`src/rtl/an13_pkg.sv`:
```
// Shared constants, status encoding and the A=13 syndrome table for the AN-code corrector.
package an13_pkg;

  localparam int unsigned A        = 13;
  localparam int unsigned CW_W     = 6;
  localparam int unsigned Q_W      = 3;
  localparam int unsigned R_W      = 4;
  localparam int unsigned Q_MAX    = 4;
  localparam int unsigned CNT_W    = 16;
  localparam int unsigned ALARM_TH = 8;
  localparam int unsigned QC_W     = Q_W + 2;

  typedef enum logic [1:0] {
    ST_CLEAN  = 2'b00,
    ST_CORR   = 2'b01,
    ST_UNCORR = 2'b10
  } status_e;

  typedef struct packed {
    logic            hit;
    logic            neg;
    logic [2:0]      idx;
    logic [QC_W-1:0] delta;
  } synd_t;

  // Maps a remainder to the +/-2^i error that produces it; delta is the quotient fix-up.
  function automatic synd_t synd_lookup(input logic [R_W-1:0] r);
    synd_t s;
    s     = '0;
    s.hit = 1'b1;
    case (r)
      4'd1:  s.idx = 3'd0;
      4'd2:  s.idx = 3'd1;
      4'd4:  s.idx = 3'd2;
      4'd8:  s.idx = 3'd3;
      4'd3:  begin s.idx = 3'd4; s.delta = -5'sd1; end
      4'd6:  begin s.idx = 3'd5; s.delta = -5'sd2; end
      4'd12: begin s.neg = 1'b1; s.idx = 3'd0; s.delta = 5'sd1; end
      4'd11: begin s.neg = 1'b1; s.idx = 3'd1; s.delta = 5'sd1; end
      4'd9:  begin s.neg = 1'b1; s.idx = 3'd2; s.delta = 5'sd1; end
      4'd5:  begin s.neg = 1'b1; s.idx = 3'd3; s.delta = 5'sd1; end
      4'd10: begin s.neg = 1'b1; s.idx = 3'd4; s.delta = 5'sd2; end
      4'd7:  begin s.neg = 1'b1; s.idx = 3'd5; s.delta = 5'sd3; end
      default: s.hit = 1'b0;
    endcase
    return s;
  endfunction

endpackage

```
`src/rtl/an13_stat_counters.sv`:
```
// Saturating corrected/uncorrectable counters with clear priority and a sticky alarm.
module an13_stat_counters
  import an13_pkg::*;
(
  input  logic             clk,
  input  logic             rst,
  input  logic             fire,
  input  logic [1:0]       status,
  input  logic             cnt_clr,
  output logic [CNT_W-1:0] cnt_corrected,
  output logic [CNT_W-1:0] cnt_uncorr,
  output logic             alarm
);

  logic [CNT_W-1:0] corr_q, uncorr_q;
  logic             alarm_q;

  always_ff @(posedge clk) begin
    if (rst || cnt_clr) begin
      corr_q   <= '0;
      uncorr_q <= '0;
      alarm_q  <= 1'b0;
    end else begin
      if (fire && status == ST_CORR && !(&corr_q)) begin
        corr_q <= corr_q + CNT_W'(1);
      end
      if (fire && status == ST_UNCORR && !(&uncorr_q)) begin
        uncorr_q <= uncorr_q + CNT_W'(1);
      end
      // Looks at the registered count, so the alarm lands one cycle after the threshold.
      if (uncorr_q >= CNT_W'(ALARM_TH)) begin
        alarm_q <= 1'b1;
      end
    end
  end

  assign cnt_corrected = corr_q;
  assign cnt_uncorr    = uncorr_q;
  assign alarm         = alarm_q;

endmodule

```
`src/rtl/an13_correct_stage.sv`:
```
// Two-stage AN-code (A=13) single-bit corrector: S1 registers inputs plus syndrome lookup,
// S2 registers the corrected result behind a valid/ready output.
module an13_correct_stage
  import an13_pkg::*;
(
  input  logic             clk,
  input  logic             rst,
  input  logic             in_valid,
  output logic             in_ready,
  input  logic [CW_W-1:0]  in_codeword,
  input  logic [Q_W-1:0]   in_q,
  input  logic [R_W-1:0]   in_r,
  input  logic             in_error,
  output logic             out_valid,
  input  logic             out_ready,
  output logic [Q_W-1:0]   out_data,
  output logic [1:0]       out_status,
  output logic [2:0]       out_bitpos,
  input  logic             cnt_clr,
  output logic [CNT_W-1:0] cnt_corrected,
  output logic [CNT_W-1:0] cnt_uncorr,
  output logic             alarm
);

  localparam logic signed [QC_W-1:0] QMaxS = QC_W'(Q_MAX);

  logic            s1_valid_q;
  logic [CW_W-1:0] s1_cw_q;
  logic [Q_W-1:0]  s1_q_q;
  logic            s1_err_q;
  synd_t           s1_synd_q;

  logic            s2_valid_q;
  logic [Q_W-1:0]  data_q;
  status_e         status_q;
  logic [2:0]      bitpos_q;

  logic            s2_load;
  logic            fire;

  assign s2_load  = !s2_valid_q || out_ready;
  assign in_ready = !s1_valid_q || s2_load;
  assign fire     = s2_valid_q && out_ready;

  always_ff @(posedge clk) begin
    if (rst) begin
      s1_valid_q <= 1'b0;
      s1_cw_q    <= '0;
      s1_q_q     <= '0;
      s1_err_q   <= 1'b0;
      s1_synd_q  <= '0;
    end else if (in_ready) begin
      s1_valid_q <= in_valid;
      if (in_valid) begin
        s1_cw_q   <= in_codeword;
        s1_q_q    <= in_q;
        s1_err_q  <= in_error;
        s1_synd_q <= synd_lookup(in_r);
      end
    end
  end

  logic signed [QC_W-1:0] q_corr;
  logic                   bit_ok;
  logic                   corr_ok;
  logic [Q_W-1:0]         data_d;
  status_e                status_d;
  logic [2:0]             bitpos_d;

  always_comb begin
    q_corr   = $signed({2'b00, s1_q_q}) + $signed(s1_synd_q.delta);
    // A positive error set a 0 bit to 1, a negative one cleared a 1 bit.
    bit_ok   = s1_cw_q[s1_synd_q.idx] == !s1_synd_q.neg;
    corr_ok  = s1_synd_q.hit && bit_ok && (q_corr >= 0) && (q_corr <= QMaxS);
    data_d   = s1_q_q;
    status_d = ST_CLEAN;
    bitpos_d = '0;
    if (s1_err_q) begin
      if (corr_ok) begin
        data_d   = q_corr[Q_W-1:0];
        status_d = ST_CORR;
        bitpos_d = s1_synd_q.idx;
      end else begin
        status_d = ST_UNCORR;
      end
    end
  end

  always_ff @(posedge clk) begin
    if (rst) begin
      s2_valid_q <= 1'b0;
      data_q     <= '0;
      status_q   <= ST_CLEAN;
      bitpos_q   <= '0;
    end else if (s2_load) begin
      s2_valid_q <= s1_valid_q;
      if (s1_valid_q) begin
        data_q   <= data_d;
        status_q <= status_d;
        bitpos_q <= bitpos_d;
      end
    end
  end

  assign out_valid  = s2_valid_q;
  assign out_data   = data_q;
  assign out_status = status_q;
  assign out_bitpos = bitpos_q;

  an13_stat_counters u_stats (
    .clk           (clk),
    .rst           (rst),
    .fire          (fire),
    .status        (status_q),
    .cnt_clr       (cnt_clr),
    .cnt_corrected (cnt_corrected),
    .cnt_uncorr    (cnt_uncorr),
    .alarm         (alarm)
  );

endmodule

```
`config.mk`:
```
export PLATFORM = sky130hd
export DESIGN_NAME = an13_correct_stage
export DESIGN_NICKNAME = d
export VERILOG_FILES = /design/src/rtl/an13_pkg.sv /design/src/rtl/an13_stat_counters.sv /design/src/rtl/an13_correct_stage.sv
export SDC_FILE = /design/constraint.sdc
export NUM_CORES = 1
export LEC_CHECK = 0
export ABC_CLOCK_PERIOD_IN_PS = 2750
export CORE_ASPECT_RATIO = 1.25
export CORE_UTILIZATION = 51
export DETAILED_ROUTE_END_ITERATION = 8
export PLACE_DENSITY = 0.83
export SETUP_SLACK_MARGIN = 0.1
export SLEW_MARGIN = 20
export SYNTH_ARGS = -nofsm -noshare
export SYNTH_HDL_FRONTEND = slang
export SYNTH_SLANG_ARGS = --single-unit
```
`constraint.sdc`:
```
create_clock -name clk -period 2.75 [get_ports clk]
set_input_delay 0.4125 -clock clk [delete_from_list [all_inputs] [get_ports clk]]
set_output_delay 0.4125 -clock clk [all_outputs]
set_load 0.02 [all_outputs]
```
==> results.md <==
Timing:
- Dividing the final minimum period by the clock period gives ~93%.
- Between clock sinks in the finished design, the worst skew comes to 0.00990 ns.
- The number of slew-limit violations in the final report was 0.
- After layout, the worst setup slack is 0.189 ns.
- The final count of negative-setup-slack endpoints is 0.
- At the pin with the least slew margin, the transition time is 0.619 ns.
- Timing would allow up to 391 MHz.
- After routing, the total negative slack on setup checks comes to 0 ns.
- The worst-case headroom to the max-slew limit is 58.7%.
- Setup repair after global routing left no endpoint under its margin.
- Subtracting the final worst setup slack from the clock period gives 2.56 ns.
- The number of hold-slack violations in the final timing report is 0.

Finish:
- The area growth from synthesis to layout is 28.7%.
- The post-route netlist has 8.22% of its cells at a drive strength greater than 1.
- The number of antenna diodes in the final layout is 0.
- The finished layout holds 490 standard cells, fillers aside.
- Cells fill 69.4% of the core in the end.
- The net count reported at finish is 448.

GRT:
- The number of global-route vias before repair was ~2500.
- For this run, the total global-route usage over all layers was measured as 22.3%.
- The maximum number of pins on one net before global-route repair is 34.
- Global routing finished with a remaining overflow of 0.
- The number of antenna violations at the first check in global routing is 0.
- The first global-routing pass estimated 10.9 mm of wire.

Clocking:
- Counting every sink on the clock net gives 61.
- The clock passes through at most 2 buffers.
- After clock tree synthesis, the clock-pin slew on the worst setup and hold paths is 0.07 ns.
- TritonCTS built the clock tree.
- The clock reaches the later pin of the worst-skew pair after 0.34 ns.
- The number of buffers created by CTS is 9.
- The number of H-tree levels is 3.
- The clock root buffer is sky130_fd_sc_hd__clkbuf_8.

Worst setup path:
- The worst register-to-register path begins at s1_q_q[0].
- The worst setup path is captured at a flop.
- Across all register-to-register paths, the minimum setup slack is 0.19 ns.
- The number of cell instances on the worst register-to-register path is 9.
- At the worst endpoint, the arrival time is 2.76 ns.
- The startpoint-to-endpoint class of the critical path is reg -> reg.
- The largest individual stage delay along the critical path comes from the cell sky130_fd_sc_hd__or4b_4.
- The critical path's top delay family is simple AND/OR/NAND/NOR gates.
- Of all nets on the critical path, the largest fanout is 4.
- The highest cell delay on the worst timing path is 0.49 ns.
- The number of buffer and inverter stages on the critical path is 1.
- The terminus of the critical flop-to-flop path is out_data[0].
- Traced cell by cell, the critical path runs through ha_1 > inv_1 > fa_1 > nand2b_4 > or4b_4 > a31oi_4 > and4_4 > mux2i_1 > a211oi_2.
- The worst setup path is launched from a flop.
- Data on the critical path is required at its endpoint by 2.95 ns.

Die:
- The number of placement rows is 30.
- Measured along the y axis, the die boundary spans roughly 88 µm.
- The starting utilization of the core area is around 54%.
- The standard cell core area is 0.00556 mm².
- 62 I/O pins were placed.
- The die is 70.5 µm wide.
- The overall die area is 0.00619 mm².

Yosys:
- The dominant combinational cell family by area after synthesis is simple AND/OR/NAND/NOR gates.
- The share of flip-flops with an asynchronous set or reset is 0%.
- The post-synthesis sequential element count is 61.
- In the synthesized netlist, the number of instances is 362.
- The post-synthesis adder-cell area fraction is 3.59%.
- Measured against the total synthesized area, the mux share comes to 2.01%.
- In the post-synthesis netlist, the biggest area contributors are sky130_fd_sc_hd__dfxtp_1 (41%), sky130_fd_sc_hd__nand2_1 (6.0%), sky130_fd_sc_hd__nor2_1 (5.8%), sky130_fd_sc_hd__xor2_1 (5.3%), sky130_fd_sc_hd__a21oi_1 (5.0%).
- The fraction of the mapped netlist area in compound gates is 13.3%.
- By count the netlist is led by sky130_fd_sc_hd__dfxtp_1 (61), sky130_fd_sc_hd__nand2_1 (48), sky130_fd_sc_hd__nor2_1 (46).
- Summed over its instances, the top area cell type makes up 40.8% of the synthesized netlist area.
- Yosys printed 0 warnings.
- The average cell area after synthesis is a little over 8 µm².
- The most frequent cell after synthesis is sky130_fd_sc_hd__dfxtp_1.
- The combined area of all synthesized cells is 0.00300 mm².
- sky130_fd_sc_hd__dfxtp_1 takes more of the synthesized area than any other cell.
- The number of enable-type register cells in the synthesized netlist is 0.
- The most frequently used flop master after synthesis is sky130_fd_sc_hd__dfxtp_1.
- After Yosys synthesis, XOR and XNOR cells account for just under 9% of the synthesized area.
- Of the total synthesized cell area, the portion taken by AND, OR, NAND and NOR gates is roughly 28%.
- The post-synthesis sequential area ratio is 40.8%.
- The number of distinct library cell variants in the gate-level netlist after synthesis is 46.
- The net count of the mapped netlist is 389.

Min path:
- The worst hold path begins at out_data[1].
- The min-delay analysis places its worst path in the category reg -> reg.
- The number of cells on the worst hold path is 2.
- The end point of the most critical hold path is out_data[1].

Routing:
- For this block, the initial DRC count from the detailed router was 179.
- For this run, design rule violations remaining after detail routing come to 14.
- The length of the first detailed-routing pass in iterations is 8.
- Across all layers, the routed design uses 2714 vias.
- The count of antenna-violating nets left after detailed routing is 0.
- The average routed wire per standard cell is 13.3 µm.
- The detailed-route wire length is 6.51 mm.
- The routed via count divided by cell count is 5.54.

Place:
- The number of placed instances, taps included, is 472.
- The port buffer count is a little over 60.
- Once detailed placement completed, the half-perimeter wirelength came to 4.74 mm.
- The setup slack after placement is around 0.11 ns.
- Routability-driven placement finished with a final weighted congestion of 0.795.

Power and ir drop:
- VDD sags by at most 0.330 mV.
- The design draws 1.87 mW.
- The power density over the cells is 484 mW/mm².
- For this design the static power due to leakage is 1.35 nW.

Job:
- The number of maximum-capacitance violations is 0.

Run status:
- The checks that failed: DRC.
- The flow ran to the end, but the final reports show violations.
## area by class of cell
class                   instances  area (µm²)
fillers                       464        1700
multi-input cells             271        1660
flip-flops and latches         61        1220
repair buffers                 67         656
clock buffers                  10         138
well taps                      64        80.1
clock inverters                 6        62.6
inverters                      11        41.3
## per-layer routing
metal  vias to the layer above  GRT usage (%)  routed length [µm]
met2                        72           40.7                3310
met1                      1256           24.7                2740
met5                         -              0                   0
met3                        18           4.60                 303
met4                         0           11.5                 161
li1                       1368              -                   -
## flip-flops by register name (all words and copies together), names as in the netlist
name and count:
out_status 2, s1_q_q 3, s1_err_q 1, out_bitpos 3
u_stats.cnt_corrected 16, u_stats.alarm 1, out_data 3, out_valid 1
s1_cw_q 6, s1_synd_q 8, s1_valid_q 1, u_stats.cnt_uncorr 16
## what timing repair did
item,in CTS,in global routing
pin swaps,0,2
hold buffers,0,0
resized for setup,1,1
setup buffers,0,2
setup endpoints to repair,2,6
## power by group
group | switching (mW) | leakage, nW | total (mW) | internal [mW]
Clock | 0.355 | 0.0943 | 0.794 | 0.439
Combinational | 0.0807 | 0.761 | 0.152 | 0.0716
Sequential | 0.0173 | 0.495 | 0.919 | 0.902
Total | 0.453 | 1.35 | 1.87 | 1.41
## how the worst max path moves through the flow
stage	startpoint	to	cells after the start
floorplan	s1_q_q[0]	out_data[0]	10
global placement	s1_q_q[0]	out_data[0]	9
detailed placement	s1_q_q[0]	out_data[0]	9
CTS	s1_q_q[0]	out_data[0]	9
global route	s1_q_q[0]	out_data[0]	9
finish	s1_q_q[0]	out_data[0]	9
## tightest hold or removal path, cell delays in order, from the launching register on
cell	delay [ns]
sky130_fd_sc_hd__dfxtp_1	0.31
sky130_fd_sc_hd__nand2_1	0.05
sky130_fd_sc_hd__a21oi_1	0.05
## placed cells by master (no fill, tap or decap), types with 2 or more instances in the layout
cell type | synthesis | layout
sky130_fd_sc_hd__nand2_1 | 48 | 48
sky130_fd_sc_hd__xnor2_1 | 12 | 12
sky130_fd_sc_hd__a41oi_1 | 2 | 2
sky130_fd_sc_hd__nand2b_1 | 5 | 5
sky130_fd_sc_hd__ha_1 | 7 | 7
sky130_fd_sc_hd__buf_4 | 0 | 6
sky130_fd_sc_hd__o21ai_0 | 8 | 8
sky130_fd_sc_hd__a211oi_1 | 2 | 2
sky130_fd_sc_hd__a21oi_1 | 30 | 30
sky130_fd_sc_hd__nor4_1 | 2 | 2
sky130_fd_sc_hd__a211o_2 | 2 | 2
sky130_fd_sc_hd__nor2_1 | 46 | 46
sky130_fd_sc_hd__nand3_1 | 18 | 18
sky130_fd_sc_hd__nor3b_1 | 3 | 3
sky130_fd_sc_hd__nor2b_1 | 6 | 6
sky130_fd_sc_hd__clkinvlp_4 | 0 | 3
sky130_fd_sc_hd__nand4_1 | 8 | 8
sky130_fd_sc_hd__and4_1 | 7 | 6
sky130_fd_sc_hd__clkbuf_8 | 0 | 10
sky130_fd_sc_hd__a31oi_1 | 3 | 3
sky130_fd_sc_hd__dfxtp_1 | 61 | 61
sky130_fd_sc_hd__or2_2 | 2 | 2
sky130_fd_sc_hd__clkinv_2 | 0 | 2
sky130_fd_sc_hd__mux2i_1 | 6 | 6
sky130_fd_sc_hd__o211ai_1 | 4 | 4
sky130_fd_sc_hd__inv_1 | 11 | 11
sky130_fd_sc_hd__nor3_1 | 8 | 8
sky130_fd_sc_hd__clkdlybuf4s50_1 | 0 | 61
sky130_fd_sc_hd__and3_1 | 6 | 6
sky130_fd_sc_hd__xor2_1 | 18 | 18
## cell families (layout without fill, tap and decap cells)
kind of cell / count (synthesis) / in the layout
and+or+nand+nor: 167 / 167
adders and majority gates: 8 / 8
DFF: 61 / 61
xor gates and xnor gates: 30 / 30
buffers and inverters: 30 / 94
muxes: 6 / 6
AOI/OAI and AO/OA: 60 / 60
## through the flow
stage	area [µm²]	hold WS [ns]
after floorplan	3000	0.428
after CTS	3840	0.457
after global routing	3850	0.481
after detailed placement	3640	0.448
after global placement	3640	0.442
final	3850	0.455
Note: power is estimated with default switching activity, not from simulation.
